$ cat config.mk
export PLATFORM = sky130hd
export DESIGN_NAME = pipe_stage_reg
export DESIGN_NICKNAME = d
export VERILOG_FILES = /design/src/rtl/pipe_stage_reg_pkg.sv /design/src/rtl/pipe_stage_reg_stage_ctl.sv /design/src/rtl/pipe_stage_reg.sv
export SDC_FILE = /design/constraint.sdc
export NUM_CORES = 1
export LEC_CHECK = 0
export ABC_AREA = 0
export CAP_MARGIN = 20
export CELL_PAD_IN_SITES_DETAIL_PLACEMENT = 1
export CELL_PAD_IN_SITES_GLOBAL_PLACEMENT = 2
export CORE_MARGIN = 3
export CORE_UTILIZATION = 25
export CTS_CLUSTER_SIZE = 10
export DETAILED_ROUTE_END_ITERATION = 12
export GPL_TIMING_DRIVEN = 0
export HOLD_SLACK_MARGIN = 0.02
export PLACE_DENSITY = 0.93
export SYNTH_ARGS = -nofsm -noshare
export SYNTH_HDL_FRONTEND = slang
export SYNTH_SLANG_ARGS = --single-unit
$ cat constraint.sdc
create_clock -name clk -period 13.7 [get_ports clk]
set_input_delay 2.055 -clock clk [delete_from_list [all_inputs] [get_ports clk]]
set_output_delay 2.055 -clock clk [all_outputs]
set_load 0.01 [all_outputs]
$ cat src/rtl/pipe_stage_reg_pkg.sv
// Shared definitions for the pipeline boundary registers.
//  - Stall flag encoding (STOP / NO_STOP)
//  - NOP payload constants (EXE_NOP_OP, ZERO_WORD, NOP_REG_ADDR)
//  - One-hot stage action type produced by stage_ctl
package pipe_stage_reg_pkg;

  localparam logic STOP    = 1'b1;
  localparam logic NO_STOP = 1'b0;

  localparam logic [7:0]  EXE_NOP_OP   = 8'h00;
  localparam logic [31:0] ZERO_WORD    = 32'h0000_0000;
  localparam logic [4:0]  NOP_REG_ADDR = 5'b00000;

  typedef enum logic [4:0] {
    ACT_RESET   = 5'b00001,
    ACT_FLUSH   = 5'b00010,
    ACT_BUBBLE  = 5'b00100,
    ACT_ADVANCE = 5'b01000,
    ACT_HOLD    = 5'b10000
  } stage_act_e;

endpackage

$ cat src/rtl/pipe_stage_reg_stage_ctl.sv
// stage_ctl: decodes reset, flush and the two relevant stall flags into the
// one-hot action applied to a pipeline boundary register this cycle.
// Ports:
//  rst       in   synchronous reset, active-low
//  flush     in   kill in-flight op
//  stall_up  in   stall flag of the upstream stage
//  stall_dn  in   stall flag of the downstream stage
//  act       out  one-hot stage action
//
// action      | meaning
// ACT_RESET   | reset asserted, load reset values
// ACT_FLUSH   | squash: load NOP, clear held state
// ACT_BUBBLE  | upstream stopped, downstream running: insert NOP
// ACT_ADVANCE | upstream running: capture new payload
// ACT_HOLD    | both stopped: keep payload
module stage_ctl
  import pipe_stage_reg_pkg::*;
(
  input  logic       rst,
  input  logic       flush,
  input  logic       stall_up,
  input  logic       stall_dn,
  output stage_act_e act
);

  always_comb begin
    act = ACT_HOLD;
    if (!rst)
      act = ACT_RESET;
    else if (flush)
      act = ACT_FLUSH;
    else if (stall_up == STOP && stall_dn == NO_STOP)
      act = ACT_BUBBLE;
    else if (stall_up == NO_STOP)
      act = ACT_ADVANCE;
    else
      act = ACT_HOLD;
  end

endmodule

$ cat src/rtl/pipe_stage_reg.sv
// pipe_stage_reg: parametrised pipeline boundary register between stage STAGE
// and stage STAGE+1. Registers the write-back, HI/LO and load/store payload,
// a valid bit, held multi-cycle state, a forward-tap qualifier and a
// saturating bubble counter.
// Ports:
//  clk, rst            clock; synchronous active-low reset
//  stall, flush        global stall vector, squash request
//  in_* / out_*        payload in, registered payload out
//  mc_i/cnt_i          multi-cycle state in; mc_o/cnt_o held copy
//  fwd_en              forward tap qualifier, from registered outputs only
//  bubble_cnt          saturating count of bubble cycles
module pipe_stage_reg
  import pipe_stage_reg_pkg::*;
#(
  parameter int STAGE   = 3,
  parameter int STALL_W = 6,
  parameter int DATA_W  = 32,
  parameter int ADDR_W  = 5,
  parameter int OP_W    = 8,
  parameter int MC_W    = 64,
  parameter int CNT_W   = 2,
  parameter int PERF_W  = 16
) (
  input  logic               clk,
  input  logic               rst,
  input  logic [STALL_W-1:0] stall,
  input  logic               flush,
  input  logic               in_valid,
  input  logic [ADDR_W-1:0]  in_wd,
  input  logic               in_wreg,
  input  logic [DATA_W-1:0]  in_wdata,
  input  logic               in_whilo,
  input  logic [DATA_W-1:0]  in_hi,
  input  logic [DATA_W-1:0]  in_lo,
  input  logic [OP_W-1:0]    in_aluop,
  input  logic [DATA_W-1:0]  in_mem_addr,
  input  logic [DATA_W-1:0]  in_reg2,
  input  logic [MC_W-1:0]    mc_i,
  input  logic [CNT_W-1:0]   cnt_i,
  output logic               out_valid,
  output logic [ADDR_W-1:0]  out_wd,
  output logic               out_wreg,
  output logic [DATA_W-1:0]  out_wdata,
  output logic               out_whilo,
  output logic [DATA_W-1:0]  out_hi,
  output logic [DATA_W-1:0]  out_lo,
  output logic [OP_W-1:0]    out_aluop,
  output logic [DATA_W-1:0]  out_mem_addr,
  output logic [DATA_W-1:0]  out_reg2,
  output logic [MC_W-1:0]    mc_o,
  output logic [CNT_W-1:0]   cnt_o,
  output logic               fwd_en,
  output logic [PERF_W-1:0]  bubble_cnt
);

  localparam logic [OP_W-1:0]   NOP_OP   = OP_W'(EXE_NOP_OP);
  localparam logic [DATA_W-1:0] NOP_WORD = DATA_W'(ZERO_WORD);
  localparam logic [ADDR_W-1:0] NOP_ADDR = ADDR_W'(NOP_REG_ADDR);

  stage_act_e act;

  // Only stall[STAGE] and stall[STAGE+1] matter; the rest are consumed here.
  logic unused_stall;
  assign unused_stall = ^stall;

  stage_ctl u_stage_ctl (
    .rst      (rst),
    .flush    (flush),
    .stall_up (stall[STAGE]),
    .stall_dn (stall[STAGE+1]),
    .act      (act)
  );

  always_ff @(posedge clk) begin
    unique case (act)
      ACT_RESET, ACT_FLUSH, ACT_BUBBLE: begin
        out_valid    <= 1'b0;
        out_wd       <= NOP_ADDR;
        out_wreg     <= 1'b0;
        out_wdata    <= NOP_WORD;
        out_whilo    <= 1'b0;
        out_hi       <= NOP_WORD;
        out_lo       <= NOP_WORD;
        out_aluop    <= NOP_OP;
        out_mem_addr <= NOP_WORD;
        out_reg2     <= NOP_WORD;
      end
      ACT_ADVANCE: begin
        out_valid    <= in_valid;
        out_wd       <= in_wd;
        // An empty slot still carries its fields but must not write anything.
        out_wreg     <= in_wreg & in_valid;
        out_wdata    <= in_wdata;
        out_whilo    <= in_whilo & in_valid;
        out_hi       <= in_hi;
        out_lo       <= in_lo;
        out_aluop    <= in_aluop;
        out_mem_addr <= in_mem_addr;
        out_reg2     <= in_reg2;
      end
      default: ;
    endcase
  end

  // Multi-cycle state is only kept while the upstream stage is stopped.
  always_ff @(posedge clk) begin
    if (act == ACT_BUBBLE || act == ACT_HOLD) begin
      mc_o  <= mc_i;
      cnt_o <= cnt_i;
    end else begin
      mc_o  <= '0;
      cnt_o <= '0;
    end
  end

  always_ff @(posedge clk) begin
    if (act == ACT_RESET)
      bubble_cnt <= '0;
    else if (act == ACT_BUBBLE && bubble_cnt != {PERF_W{1'b1}})
      bubble_cnt <= bubble_cnt + 1'b1;
  end

  assign fwd_en = out_valid & out_wreg & (out_wd != NOP_ADDR);

endmodule

==> metrics.cfg <==
[timing]
rsz0062_at_grt = no
slew_headroom_pct = 32.97
finalSetupViolCount = 0
tightest_slew_ns = 1.003
fin_tns_setup_ns = 0
drv_slew = 0
fmaxAchievable_mhz = 203.5
min_period_ns = 4.913
post-route-period-util_pct = 35.86
hold_violations = 0
finalClockSkew_ns = 0.008653

[synth]
synth_top_area_share_pct = 58.31
synth_edf_count = 176
netlist_area_mm2 = 0.009064
syn_nets = 857
ys_types = 36
syn-mean-instance-area_um2 = 14.98
synthArstFlopShare_pct = 0
yosysSeqAreaShare_pct = 76.42
yosys_warnings = 0
ys.flop_type = edfxtp_1
synth-seq-cells = 258
synth.largest_area_cell = edfxtp_1
synth.area.top_cells = edfxtp_1 58%, dfxtp_1 18%, and2_1 17%
syn_inst = 605

[drt]
drtIter0Drc = 215
via_per_inst = 4.208
drt-total-wl_um = 32290
ant_nets = 0
vias = 6868
drt-pass1-iter-count = 4
drc = 0
avgRoutedWirePerCell_um = 19.78

[power_and_ir_drop]
power_leakage_nw = 5.996
ir_drop_mv = 0.09334
powerDensity_mw_per_mm2 = 114.4

[finish]
layout_common_cells = 505 x clkdlybuf4s50_1, 240 x and2_1, 176 x edfxtp_1, 82 x dfxtp_1, 46 x clkbuf_1
areaGrowthSynthToFinish_pct = 73.05
drive_above_1_share_pct = 4.106
final_common_cell = clkdlybuf4s50_1
fin_nets = 1398
finalCoreUtilization_pct = 43.99

[global_routing]
grt_pass1_wl_um = 46340
grt_usage_pct = 15.72
grt_overflow = 0
grt_max_degree = 54
grt_pass1_vias = 7348
antenna_found_initial = 5

[placed_design]
gp_congestion = 0.7628
io_buffers = 505
hpwl_um = 25110

[clock_network]
hold_buffers = 0
clkSlewWorstSetupHoldPaths_ns = 0.06
cts_tree = yes
clk_latency_ns = 0.54
clockBufferDepth = 3
clkSinkCount = 258
root_buffer = clkbuf_16
cts_setup_buffers = 0
h-tree-depth = 1
cts_resized = 0
cts_buffers = 31

[setup_path]
reg2reg_slack_ns = 11.52
path_max_fanout = 53
worstPathRequired_ns = 13.97
cp_data_arrival_time_ns = 5.18
critPathLaunchType = primary input
endpoint = out_hi[14]
timing.rr.start = bubble_cnt[0]
startpoint = rst
critPathKind = in -> reg
reg2regPathDepth = 7
r2r-end = bubble_cnt[1]
worstSetupEndpointType = flip-flop

[floorplan]
die_w_um = 196.4
fp.coreArea_mm2 = 0.03566
dieHeight_um = 196.4
initial_core_util_pct = 25.42
pin_count = 510
row_count = 69
dieArea_mm2 = 0.03857

[min_path]
hold_depth = 2
min-delay-path-class = reg -> reg

[status]
status = finished, final reports clean

[run]
drv_cap = 0

==> stage by stage <==
| stage | total power [mW] | hold WS [ns] | cell area, um2 | std cells | setup slack, ns |
|---|---|---|---|---|---|
| after floorplan | 0.9294 | 0.5151 | 9064 | 605 | 6.723 |
| after global placement | 1.074 | 0.4908 | 14700 | 1571 | 2.978 |
| after CTS | 1.827 | 0.5127 | 15680 | 1630 | 8.617 |
| after global routing | 1.868 | 0.5501 | 15680 | 1631 | 8.470 |
| after detailed placement | 1.079 | 0.5060 | 14790 | 1574 | 8.036 |
| final | 1.794 | 0.5081 | 15690 | 1632 | 8.787 |
==> cell type report <==
class | instances | area [um2]
Tap cell | 461 | 576.8
Fill cell | 3694 | 19970
Buffer | 30 | 133.9
Multi-Input combinational cell | 315 | 2003
Sequential cell | 258 | 6927
Clock inverter | 3 | 16.27
Inverter | 2 | 7.507
Timing Repair Buffer | 508 | 5137
Antenna cell | 2 | 5.005
Clock buffer | 53 | 878.3
==> kinds of logic after synthesis <==
| logic type | count (synthesis) | share of synthesized area, % |
|---|---|---|
| AND/OR/NAND/NOR | 285 | 19.58 |
| flip-flops | 258 | 76.42 |
| buffers and inverters | 32 | 1.560 |
| AO/OA/AOI/OAI | 25 | 1.877 |
| multiplexers | 3 | 0.3313 |
| XOR/XNOR | 1 | 0.09665 |
| adder cells (fa/ha/maj) | 1 | 0.1380 |
==> worst max-delay path: stages <==
cell and delay, ns:
clkdlybuf4s50_1 0.67, inv_2 0.11, nor3b_1 0.84, clkbuf_1 0.48, nand2_4 0.38, buf_16 0.33, buf_16 0.24
==> worst min-delay path by stage <==
| stage | startpoint | end | slack [ns] |
|---|---|---|---|
| floorplan | bubble_cnt[6] | bubble_cnt[6] | 0.52 |
| global placement | bubble_cnt[7] | bubble_cnt[7] | 0.49 |
| detailed placement | bubble_cnt[7] | bubble_cnt[7] | 0.51 |
| CTS | bubble_cnt[7] | bubble_cnt[7] | 0.51 |
| global route | bubble_cnt[7] | bubble_cnt[7] | 0.55 |
| finish | bubble_cnt[7] | bubble_cnt[7] | 0.51 |
==> routing by layer <==
layer,track usage [%],vias to the layer above,share of wire (%)
met5,0,-,0.11
met4,4.595,6,2.7
met3,5.812,58,10
met2,28.95,350,51
met1,16.85,3284,36
li1,-,3170,-
==> registers in the layout (all words and copies together), names as in the netlist <==
name / count
out_whilo: 1
out_valid: 1
out_mem_addr: 32
out_aluop: 8
bubble_cnt: 16
cnt_o: 2
mc_o: 64
out_hi: 32
out_wdata: 32
out_wreg: 1
out_lo: 32
out_wd: 5
out_reg2: 32
==> synth_stat cells (5+ instances only) <==
cell      number
nand2_1        7
and2_1       240
dfxtp_1       82
o31ai_1        7
or4_1          5
a21oi_1        8
nor2_1         5
and3_1         5
nand3_1        6
clkbuf_1      26
edfxtp_1     176
or3_1          5
==> power breakdown <==
part	internal [mW]	switching, mW	leakage, nW
clock	0.430	0.304	0.432
combinational	0.124	0.0645	2.82
sequential	0.862	0.0100	2.75
No activity file was read; power rests on OpenSTA's default activity.
